===== src/rtl/gf_mult_seq.sv =====
// gf_mult_seq: iterative GF(2^WIDTH) multiplier.
// Computes y = a * b mod (x^WIDTH + POLY) with one Horner step per clock.
// The multiplier b is scanned MSB first. Each operand pair takes WIDTH RUN cycles.
// Input and output use valid/ready handshakes.
module gf_mult_seq #(
    parameter int                WIDTH = 8,
    parameter logic [WIDTH-1:0]  POLY  = WIDTH'(8'h1B)
) (
    input  logic             clk,
    input  logic             reset,
    input  logic             in_valid,
    output logic             in_ready,
    input  logic [WIDTH-1:0] a,
    input  logic [WIDTH-1:0] b,
    output logic             out_valid,
    input  logic             out_ready,
    output logic [WIDTH-1:0] y,
    output logic             busy
);

    localparam int CW = (WIDTH > 1) ? $clog2(WIDTH) : 1;

    localparam logic [1:0] S_IDLE = 2'd0;
    localparam logic [1:0] S_RUN  = 2'd1;
    localparam logic [1:0] S_DONE = 2'd2;

    logic [1:0]       state_q, state_d;
    logic [WIDTH-1:0] a_q, a_d;
    logic [WIDTH-1:0] b_q, b_d;
    logic [WIDTH-1:0] acc_q, acc_d;
    logic [WIDTH-1:0] y_q, y_d;
    logic [CW-1:0]    cnt_q, cnt_d;
    logic [WIDTH-1:0] step_res;

    // Multiply by x and fold the overflow bit back through the reduction polynomial.
    function automatic logic [WIDTH-1:0] xtime(input logic [WIDTH-1:0] v);
        return {v[WIDTH-2:0], 1'b0} ^ (v[WIDTH-1] ? POLY : '0);
    endfunction

    // One Horner step: acc*x, plus a if the current multiplier bit is set.
    function automatic logic [WIDTH-1:0] horner_step(input logic [WIDTH-1:0] acc,
                                                     input logic [WIDTH-1:0] mcand,
                                                     input logic             bit_set);
        return xtime(acc) ^ (bit_set ? mcand : '0);
    endfunction

    // Datapath result of the current Horner step.
    always_comb begin
        step_res = horner_step(acc_q, a_q, b_q[cnt_q]);
    end

    // Next-state logic for the IDLE/RUN/DONE controller and the operand datapath.
    always_comb begin
        state_d = state_q;
        a_d     = a_q;
        b_d     = b_q;
        acc_d   = acc_q;
        y_d     = y_q;
        cnt_d   = cnt_q;
        case (state_q)
            S_IDLE: begin
                if (in_valid) begin
                    a_d     = a;
                    b_d     = b;
                    acc_d   = '0;
                    cnt_d   = CW'(WIDTH - 1);
                    state_d = S_RUN;
                end
            end
            S_RUN: begin
                acc_d = step_res;
                if (cnt_q == '0) begin
                    // Product register only changes when a new product completes.
                    y_d     = step_res;
                    state_d = S_DONE;
                end else begin
                    cnt_d = cnt_q - CW'(1);
                end
            end
            S_DONE: begin
                // No new operand is taken on the handshake edge; IDLE comes first.
                if (out_ready) begin
                    state_d = S_IDLE;
                end
            end
            default: begin
                state_d = S_IDLE;
            end
        endcase
    end

    // State and datapath registers; reset discards any in-flight product.
    always_ff @(posedge clk) begin
        if (reset) begin
            state_q <= S_IDLE;
            a_q     <= '0;
            b_q     <= '0;
            acc_q   <= '0;
            y_q     <= '0;
            cnt_q   <= '0;
        end else begin
            state_q <= state_d;
            a_q     <= a_d;
            b_q     <= b_d;
            acc_q   <= acc_d;
            y_q     <= y_d;
            cnt_q   <= cnt_d;
        end
    end

    assign in_ready  = (state_q == S_IDLE);
    assign out_valid = (state_q == S_DONE);
    assign busy      = (state_q == S_RUN) || (state_q == S_DONE);
    assign y         = y_q;

endmodule


===== config.mk =====
export PLATFORM = sky130hd
export DESIGN_NAME = gf_mult_seq
export DESIGN_NICKNAME = d
export VERILOG_FILES = /design/src/rtl/gf_mult_seq.sv
export SDC_FILE = /design/constraint.sdc
export NUM_CORES = 1
export LEC_CHECK = 0
export ABC_AREA = 1
export ABC_CLOCK_PERIOD_IN_PS = 4700
export BUFFER_PORTS_ARGS = -buffer_cell sky130_fd_sc_hd__buf_4
export CORE_ASPECT_RATIO = 1.5
export CORE_MARGIN = 4
export CORE_UTILIZATION = 50
export CTS_CLUSTER_DIAMETER = 150
export DETAILED_ROUTE_END_ITERATION = 6
export PLACE_DENSITY = 0.72
export SYNTH_ARGS = -nofsm -noshare
export SYNTH_HDL_FRONTEND = slang
export SYNTH_SLANG_ARGS = --single-unit

===== constraint.sdc =====
create_clock -name clk -period 4.7 [get_ports clk]
set_clock_uncertainty 0.2 [all_clocks]
set_input_delay 0.94 -clock clk [delete_from_list [all_inputs] [get_ports clk]]
set_output_delay 0.94 -clock clk [all_outputs]
set_load 0.05 [all_outputs]

[Word-level counts from Yosys, hierarchy flattened]
Index checks and enable logic that the tools add are counted.
Storage, ports and cells
  register bits after elaboration: 37
  latch bits: 0
  bits in writable memories: 0
  bits in read-only memories: 0
  bits of input ports: 20
  output and inout bits: 11
  word-level logic and storage cells: 38
  memories kept: 0
Cells by class
  add/sub/neg operators: 1
  multipliers: 0
  divide/modulo/power cells: 0
  $lt $le $gt $ge: 1
  eq/ne operators: 6
  shift operators: 0
  multiplexer cells: 13
  bitwise operators: 2
  reduce and logical (&&, ||, !) cells: 9
Operators with widths (number)
  2-to-1 mux 8 bit: 2
  case mux 8 bit (2 select lines): 1
  bitwise XOR 8 x 5 -> 8 bit: 1
  bitwise XOR 8 bit: 1
  2-to-1 mux 2 bit: 3
  2-to-1 mux 3 bit: 2
  != test 2 bit (second input constant): 3
  case mux 2 bit (3 select lines): 1
  case mux 3 bit (2 select lines): 1
  AND reduction 2 bit: 3
  AND reduction 3 bit: 2
  2-to-1 mux 5 bit: 1
  less-than comparator 3 x 4 -> 1 bit (second input constant): 1
  binary-select mux 1 bit (select 3 bit): 1
  logical NOT 3 bit: 1
  subtractor 3 x 1 -> 3 bit (second input constant): 1
  equality test 2 x 1 -> 1 bit (second input constant): 1
  equality test 2 bit (second input constant): 1
  logical NOT 2 bit: 1
  != test 2 x 1 -> 1 bit (second input constant): 1
  nonzero test 2 bit: 1
  logical OR 1 bit: 1
  2-to-1 mux 1 bit: 1

[Longest topological paths before layout]
Gate-level depths: netlist of run 1.
  depth after elaboration: 5
  depth in mapped cells: 10
  gate-level depth less buffers: 9

[Least setup slack after synthesis of run 1]
OpenSTA, ideal clock, no wires.
  path type: register to output
  start: reg state_q[0]
  end: out busy
  arrival: 0.928 ns
  data required time: 3.560 ns
  setup slack: 2.632 ns
  cell stages (with the launch flop): 3
  path buffers: 0
  cells stage by stage: dfxtp_1 > inv_1 > ha_1
On the way
  word-level cells in the longest chain between the ends: 2
  elaborated cells on any way between the ends: 3
  classes of those cells: eq/ne (2); reduce/logical (1)
RTL lines
  start, declared: RTL line 27  | logic [1:0] state_q, state_d;
  start signal, assigned: RTL line 102  | state_q <= state_d;
  equality test 2 x 1 -> 1 bit / equality test 2 bit (equally long branches): RTL line 113  | assign busy = (state_q == S_RUN) || (state_q == S_DONE);
  logical OR 1 bit *: RTL line 113
  end, declared: RTL line 18  | output logic busy
Every way passes the cells marked *; elsewhere a longest branch is shown, timed or not.

[Worst setup path in the final report of run 1]
Same ends and word-level chain as after synthesis.

==> results of run 1 <==
==> flip-flops by register name (all words and copies together) (netlist names) <==
name,count
acc_q,8
b_q,8
a_q,8
y,8
state_q,2
cnt_q,3
==> power groups by stage <==
stage | logic (W) | clock network (W) | registers (W)
2_1_floorplan | 0.000485 | 0 | 0.000536
3_3_place_gp | 0.000678 | 0 | 0.000469
3_5_place_dp | 0.000688 | 0 | 0.000472
4_1_cts | 0.000691 | 0.000249 | 0.000465
5_1_grt | 0.000761 | 0.000265 | 0.000474
6_report | 0.000684 | 0.000245 | 0.000463
==> layout make-up <==
class / count / area [µm²] / area share [%]
well taps: 42 / 52.6 / 2.47
flip-flops and latches: 37 / 741 / 34.9
repair buffers: 30 / 225 / 10.6
clock inverters: 1 / 5.00 / 0.236
clock buffers: 7 / 96.3 / 4.54
multi-input cells: 155 / 865 / 40.7
inverters: 37 / 139 / 6.54
==> how the worst max path moves through the flow <==
stage                            startpoint             endpoint  slack (ns)  cells after the start
global route                       in_valid  a_q[7]$_SDFFE_PP0P_        2.21                      5
finish              state_q[0]$_SDFFE_PP0P_                 busy        2.36                      3
floorplan           state_q[0]$_SDFFE_PP0P_                 busy        2.63                      2
detailed placement                 in_valid  a_q[7]$_SDFFE_PP0P_        2.12                      5
CTS                 state_q[0]$_SDFFE_PP0P_                 busy        2.34                      3
global placement                   in_valid  a_q[4]$_SDFFE_PP0P_        2.18                      5
==> routing by layer <==
metal | GRT usage [%] | vias to the layer above
li1 | - | 822
met1 | 17.4 | 721
met2 | 33.2 | 20
met3 | 4.61 | 10
met4 | 10.7 | 0
met5 | 0 | -
==> layout by cell type, fill, tap and decap left out <==
master and instances:
clkbuf_8 7, clkinv_2 1, xor2_1 4, nor2_1 19, a21oi_2 8, nand2_2 1
ha_1 5, nand2_1 43, nand4_1 8, o22ai_1 1, o21bai_1 8, nand3_2 4
a31oi_1 2, clkinv_1 4, inv_2 3, nor2_2 1, dfxtp_1 37, o21ai_1 4
buf_4 30, a211oi_1 1, nand3_4 2, nand3_1 9, o21ai_0 24, a21oi_1 11
inv_1 30
==> metrics by stage <==
step                      hold WS, ns  cells  util (%)  area [µm²]  setup slack [ns]
after floorplan                 0.219    237         -        1790              2.63
after global placement          0.231    301      59.2        2020              2.18
after detailed placement        0.234    301      59.2        2020              2.12
after CTS                       0.244    309      62.2        2120              2.34
after global routing            0.261    309      62.2        2120              2.21
final                           0.242    309      62.2        2120              2.36
==> worst reg2reg max path, stage by stage, from the launching register on <==
cell	delay, ns
dfxtp_1	0.37
inv_1	0.07
ha_1	0.25
nand2_1	0.53
clkinv_1	0.42
nor2_1	0.18
nor2_1	0.06
==> cells by family after synthesis <==
| kind of cell | count (synthesis) | synth area share (%) |
|---|---|---|
| flip-flops | 37 | 41.3 |
| AND/OR/NAND/NOR | 87 | 23.2 |
| XOR/XNOR | 4 | 1.95 |
| AO/OA/AOI/OAI | 59 | 19.6 |
| adder cells (fa/ha/maj) | 5 | 3.49 |
| buffers and inverters | 45 | 10.5 |
==> run_results.csv, run 1 <==
group,metric,value,unit
route,avgRoutedWirePerCell,12.4,µm
floorplanning,initial_core_util,52.5,%
route,drt_iter0_drc,27,
synthesis,synthFlopType,"dfxtp_1",
floorplanning,num_io_pins,31,
route,finalWirelength,3820,µm
synthesis,netlist_top_cells_count,"nand2_1, dfxtp_1, inv_1, o21ai_0, nor2_1",
worst_setup_path,endpoint_kind,"output pin",
route,vias_per_cell,5.09,
timing,worstMarginPinSlew,0.689,ns
cts,root_buffer,"clkbuf_8",
floorplanning,core_area,3420,µm²
route,drt-met1-wl,1550,µm
worst_setup_path,reg2reg_slack,2.51,ns
route,top_layer_used,"met4",
worst_setup_path,reg2reg_from,"state_q[0]$_SDFFE_PP0P_",
final_layout,n_fill_cell,334,
synthesis,ys_top_cells_by_area,"dfxtp_1, nand2_1, o21ai_0",
worst_setup_path,reg2reg_depth,6,
synthesis,syn_area_per_cell,7.57,µm²
job,cap_violations,0,
synthesis,netlist.area_leader.share,41.3,%
synthesis,syn_nets,262,
cts,post_cts_buffers,0,
synthesis,synth_area,1790,µm²
timing,maxSlewViolCount,0,
global_routing,grt_pass1_vias,1481,
cts,clk_pin_slew,0.07,ns
placement,io_buffer_count,30,
synthesis,synth_edf_count,0,
final_layout,layout-drive-gt1-share,21.3,%
final_layout,syn_to_final_growth,18.4,%
synthesis,synth-warning-count,0,
power,p_total,0.00139,W
timing,setup_viol_count_final,0,
cts,cts_resized,0,
global_routing,antenna_found_initial,0,
power,pwr-share-comb,49.1,%
timing,period_share,49.7,%
worst_setup_path,arrival,1.20,ns
timing,rsz0062_at_grt,"no",
power,seqPwrFrac,33.3,%
global_routing,grt_overflow,0,
worst_hold_path,worstHoldStart,"b_q[4]$_SDFFE_PP0P_",
floorplanning,die_y,81.3,µm
power,power_frac_clock,17.6,%
global_routing,grt_first_pass_wirelength,6360,µm
power,leakagePower,0.963,nW
synthesis,yosysMostFrequentCell,"nand2_1",
synthesis,syn_inst,237,
synthesis,synth.yosys.seq_area_share,41.3,%
synthesis,synth-seq-cells,37,
cts,clk_latency,0.29,ns
placement,place_hpwl,2820,µm
worst_setup_path,critPathBufInv,2,
power,switchingPower,0.000646,W
timing,max-slew-margin-rel,53.9,%
synthesis,yosysUniqueCellTypes,25,
worst_setup_path,slowest_stage,"dfxtp_1",
synthesis,synth_top_cell_by_area,"dfxtp_1",
worst_hold_path,holdPathEnd,"b_q[4]$_SDFFE_PP0P_",
floorplanning,die-area,4630,µm²
worst_hold_path,hold_depth,2,
floorplanning,die-width,56.9,µm
worst_setup_path,criticalPathCategory,"reg -> out",
power,p_sw_share,46.4,%
worst_setup_path,start_kind,"register",
final_layout,fin_nets,291,
route,drc,0,
worst_setup_path,worstReg2RegEnd,"a_q[6]$_SDFFE_PP0P_",
route,firstDrtPassIters,4,
cts,cts.sinks,37,
worst_setup_path,path_cells,"inv_1, ha_1, buf_4",
worst_setup_path,worstPathMaxFanout,3,
power,power_density,656,nW/µm²
worst_setup_path,required,3.56,ns
timing,period_needed,2.34,ns
route,met3RoutedLength,85,µm
synthesis,async_flop_share,0,%
placement,routabilityCongestion,0.846,
final_layout,antenna_cells,0,
timing,fmax,428,MHz
route,ant_nets,0,
power,power.internal,0.000745,W
worst_hold_path,hp-class,"reg -> reg",
worst_setup_path,critical-path-top-delay-family,"flip-flops",
route,wl_met2,2060,µm
cts,ctsHoldBuffers,0,
cts,cts_buffers,5,
route,via_count,1573,
timing,hold_viol_final,0,
worst_setup_path,cpPeakStageDelay,0.37,ns
cts,cts_tree,"built",
run_status,status,"completed",
global_routing,grtUsageTotal,17.9,%
timing,setup_tns,0,ns
cts,clockBufferDepth,2,
global_routing,grt_max_degree,28,
cts,htree_levels,2,
power,peakVddDrop,635,µV
floorplanning,rows,26,
(Power assumes the default switching activity.)
==> run 2, diff against run 1 <==
--- a/config.mk
+++ b/config.mk
@@ -6,7 +6,7 @@
 export NUM_CORES = 1
 export LEC_CHECK = 0
 export ABC_AREA = 1
-export ABC_CLOCK_PERIOD_IN_PS = 4700
+export ABC_CLOCK_PERIOD_IN_PS = 2400
 export BUFFER_PORTS_ARGS = -buffer_cell sky130_fd_sc_hd__buf_4
 export CORE_ASPECT_RATIO = 1.5
 export CORE_MARGIN = 4
==> constraint.sdc (replaced) <==
create_clock -name clk -period 2.4 [get_ports clk]
set_clock_uncertainty 0.2 [all_clocks]
set_input_delay 0.48 -clock clk [delete_from_list [all_inputs] [get_ports clk]]
set_output_delay 0.48 -clock clk [all_outputs]
set_load 0.05 [all_outputs]
==> run 2 against run 1 <==
- worst hold slack gained 0.0015 ns
- sequential cell count unchanged
- core utilization is 0.33 points lower
- power up 93%
- global-route usage hardly changed
- setup slack worse by 1.8 ns
- via count rose by 0.89%
- non-clock buffer count increased by 1
- register-to-register slack got worse by 1.9 ns
- combinational power increased by 99%
- count of clock-buffer cells in the layout shrank 1
- critical path depth unchanged
- critical endpoint unchanged
- largest cell class unchanged
- highest routed layer unchanged
==> run_results.csv, run 2 (synthesis results as in run 1) <==
group,metric,value,unit
cts,clk_latency,0.29,ns
floorplanning,num_io_pins,31,
placement,routabilityCongestion,0.798,
worst_setup_path,criticalPathCategory,"reg -> out",
worst_setup_path,cpPeakStageDelay,0.35,ns
worst_hold_path,hp-class,"reg -> reg",
final_layout,final_cell_mix,"nand2_1, dfxtp_1, buf_4, inv_1, o21ai_0",
final_layout,layout-drive-gt1-share,21.3,%
cts,root_buffer,"clkbuf_8",
cts,htree_levels,2,
worst_setup_path,reg2reg_depth,7,
cts,cts.sinks,37,
final_layout,fin_area,2110,µm²
worst_setup_path,worstPathMaxFanout,3,
cts,post_cts_buffers,0,
cts,clk_pin_slew,0.07,ns
cts,ctsHoldBuffers,0,
route,drc,0,
timing,setup_ws,0.522,ns
timing,hold_viol_final,0,
timing,setup_tns,0,ns
floorplanning,die-width,56.9,µm
route,via_count,1587,
job,cap_violations,0,
worst_setup_path,arrival,1.20,ns
global_routing,grt_first_pass_wirelength,6420,µm
worst_setup_path,start_kind,"register",
cts,cts_resized,0,
final_layout,fin_nets,292,
floorplanning,initial_core_util,52.5,%
route,avgRoutedWirePerCell,12.4,µm
worst_setup_path,slowest_stage,"dfxtp_1",
cts,cts_tree,"built",
floorplanning,core_area,3420,µm²
floorplanning,die-area,4630,µm²
timing,worstMarginPinSlew,0.680,ns
power,p_total,0.00269,W
route,ant_nets,0,
worst_setup_path,worstReg2RegEnd,"y[3]$_SDFFE_PP0P_",
global_routing,grt_overflow,0,
timing,setup_viol_count_final,0,
floorplanning,rows,26,
cts,cts_buffers,5,
placement,pre_cts_ws,0.549,ns
worst_hold_path,hold_depth,2,
worst_setup_path,path_cells,"inv_1, ha_1, buf_4",
route,finalWirelength,3850,µm
worst_setup_path,endpoint_kind,"output pin",
timing,maxSlewViolCount,0,
power,leakagePower,0.958,nW
placement,place_hpwl,2820,µm
worst_hold_path,holdPathEnd,"b_q[4]$_SDFFE_PP0P_",
power,power_density,1270,nW/µm²
global_routing,grt_pass1_vias,1532,
global_routing,grt_max_degree,28,
worst_setup_path,required,1.72,ns
worst_setup_path,reg2reg_from,"cnt_q[0]$_SDFFE_PP0P_",
route,drt_iter0_drc,52,
timing,fmax,533,MHz
run_status,status,"completed",
timing,max-slew-margin-rel,54.6,%
route,vias_per_cell,5.12,
final_layout,syn_to_final_growth,17.8,%
placement,place_area,2030,µm²
final_layout,antenna_cells,0,
global_routing,grtUsageTotal,17.9,%
placement,io_buffer_count,30,
final_layout,final_common_cell,"nand2_1",
worst_hold_path,worstHoldStart,"b_q[4]$_SDFFE_PP0P_",
global_routing,antenna_found_initial,0,
route,firstDrtPassIters,4,
timing,rsz0062_at_grt,"no",
worst_setup_path,reg2reg_slack,0.60,ns
floorplanning,die_y,81.3,µm
timing,period_needed,1.88,ns
power,peakVddDrop,885,µV
cts,clockBufferDepth,2,
timing,period_share,78.2,%
==> run 2: layer usage <==
layer | routed length [µm] | share of wire, % | GRT usage, % | up-vias
met4 | 60 | 1.6 | 6.73 | 0
met3 | 99 | 2.6 | 4.29 | 6
met1 | 1510 | 39 | 18.3 | 744
met5 | 0 | 0 | 0 | -
li1 | - | - | - | 823
met2 | 2190 | 57 | 34.4 | 14
==> run 2: per-stage QoR <==
stage / instances / util [%] / hold slack, ns
global placement: 302 / 59.4 / 0.230
detailed placement: 302 / 59.4 / 0.236
CTS: 310 / 61.8 / 0.242
floorplan: 237 / - / 0.219
global route: 310 / 61.8 / 0.260
finish: 310 / 61.8 / 0.243
==> run 2: worst max path at each step <==
stage / slack (ns) / depth (start not counted) / end / startpoint
finish: 0.52 / 3 / busy / state_q[0]$_SDFFE_PP0P_
global route: 0.41 / 8 / cnt_q[2]$_SDFFE_PP0P_ / cnt_q[0]$_SDFFE_PP0P_
CTS: 0.51 / 3 / busy / state_q[0]$_SDFFE_PP0P_
detailed placement: 0.55 / 5 / y[1]$_SDFFE_PP0P_ / reset
global placement: 0.55 / 5 / y[3]$_SDFFE_PP0P_ / reset
floorplan: 0.40 / 9 / cnt_q[2]$_SDFFE_PP0P_ / state_q[0]$_SDFFE_PP0P_
==> run 2: area by class of cell <==
class                      instances  area (µm²)
multi-input combinational        155         865
sequential                        37         741
tap                               42        52.6
fill                             343        1300
inverter                          37         139
clock inverter                     2        10.0
timing repair buffer              31         233
clock buffer                       6        72.6
==> run 2: critical path: cells and delay by family, from the launching register on <==
kind | cells | cell delay [ns]
buffers and inverters | 2 | 0.26
adders and majority gates | 1 | 0.29
DFF | 1 | 0.35
==> run 2: power breakdown <==
part           switching (W)  internal [W]
Sequential          0.000122      0.000787
Clock               0.000220      0.000201
Combinational       0.000933      0.000423
Total                0.00127       0.00141
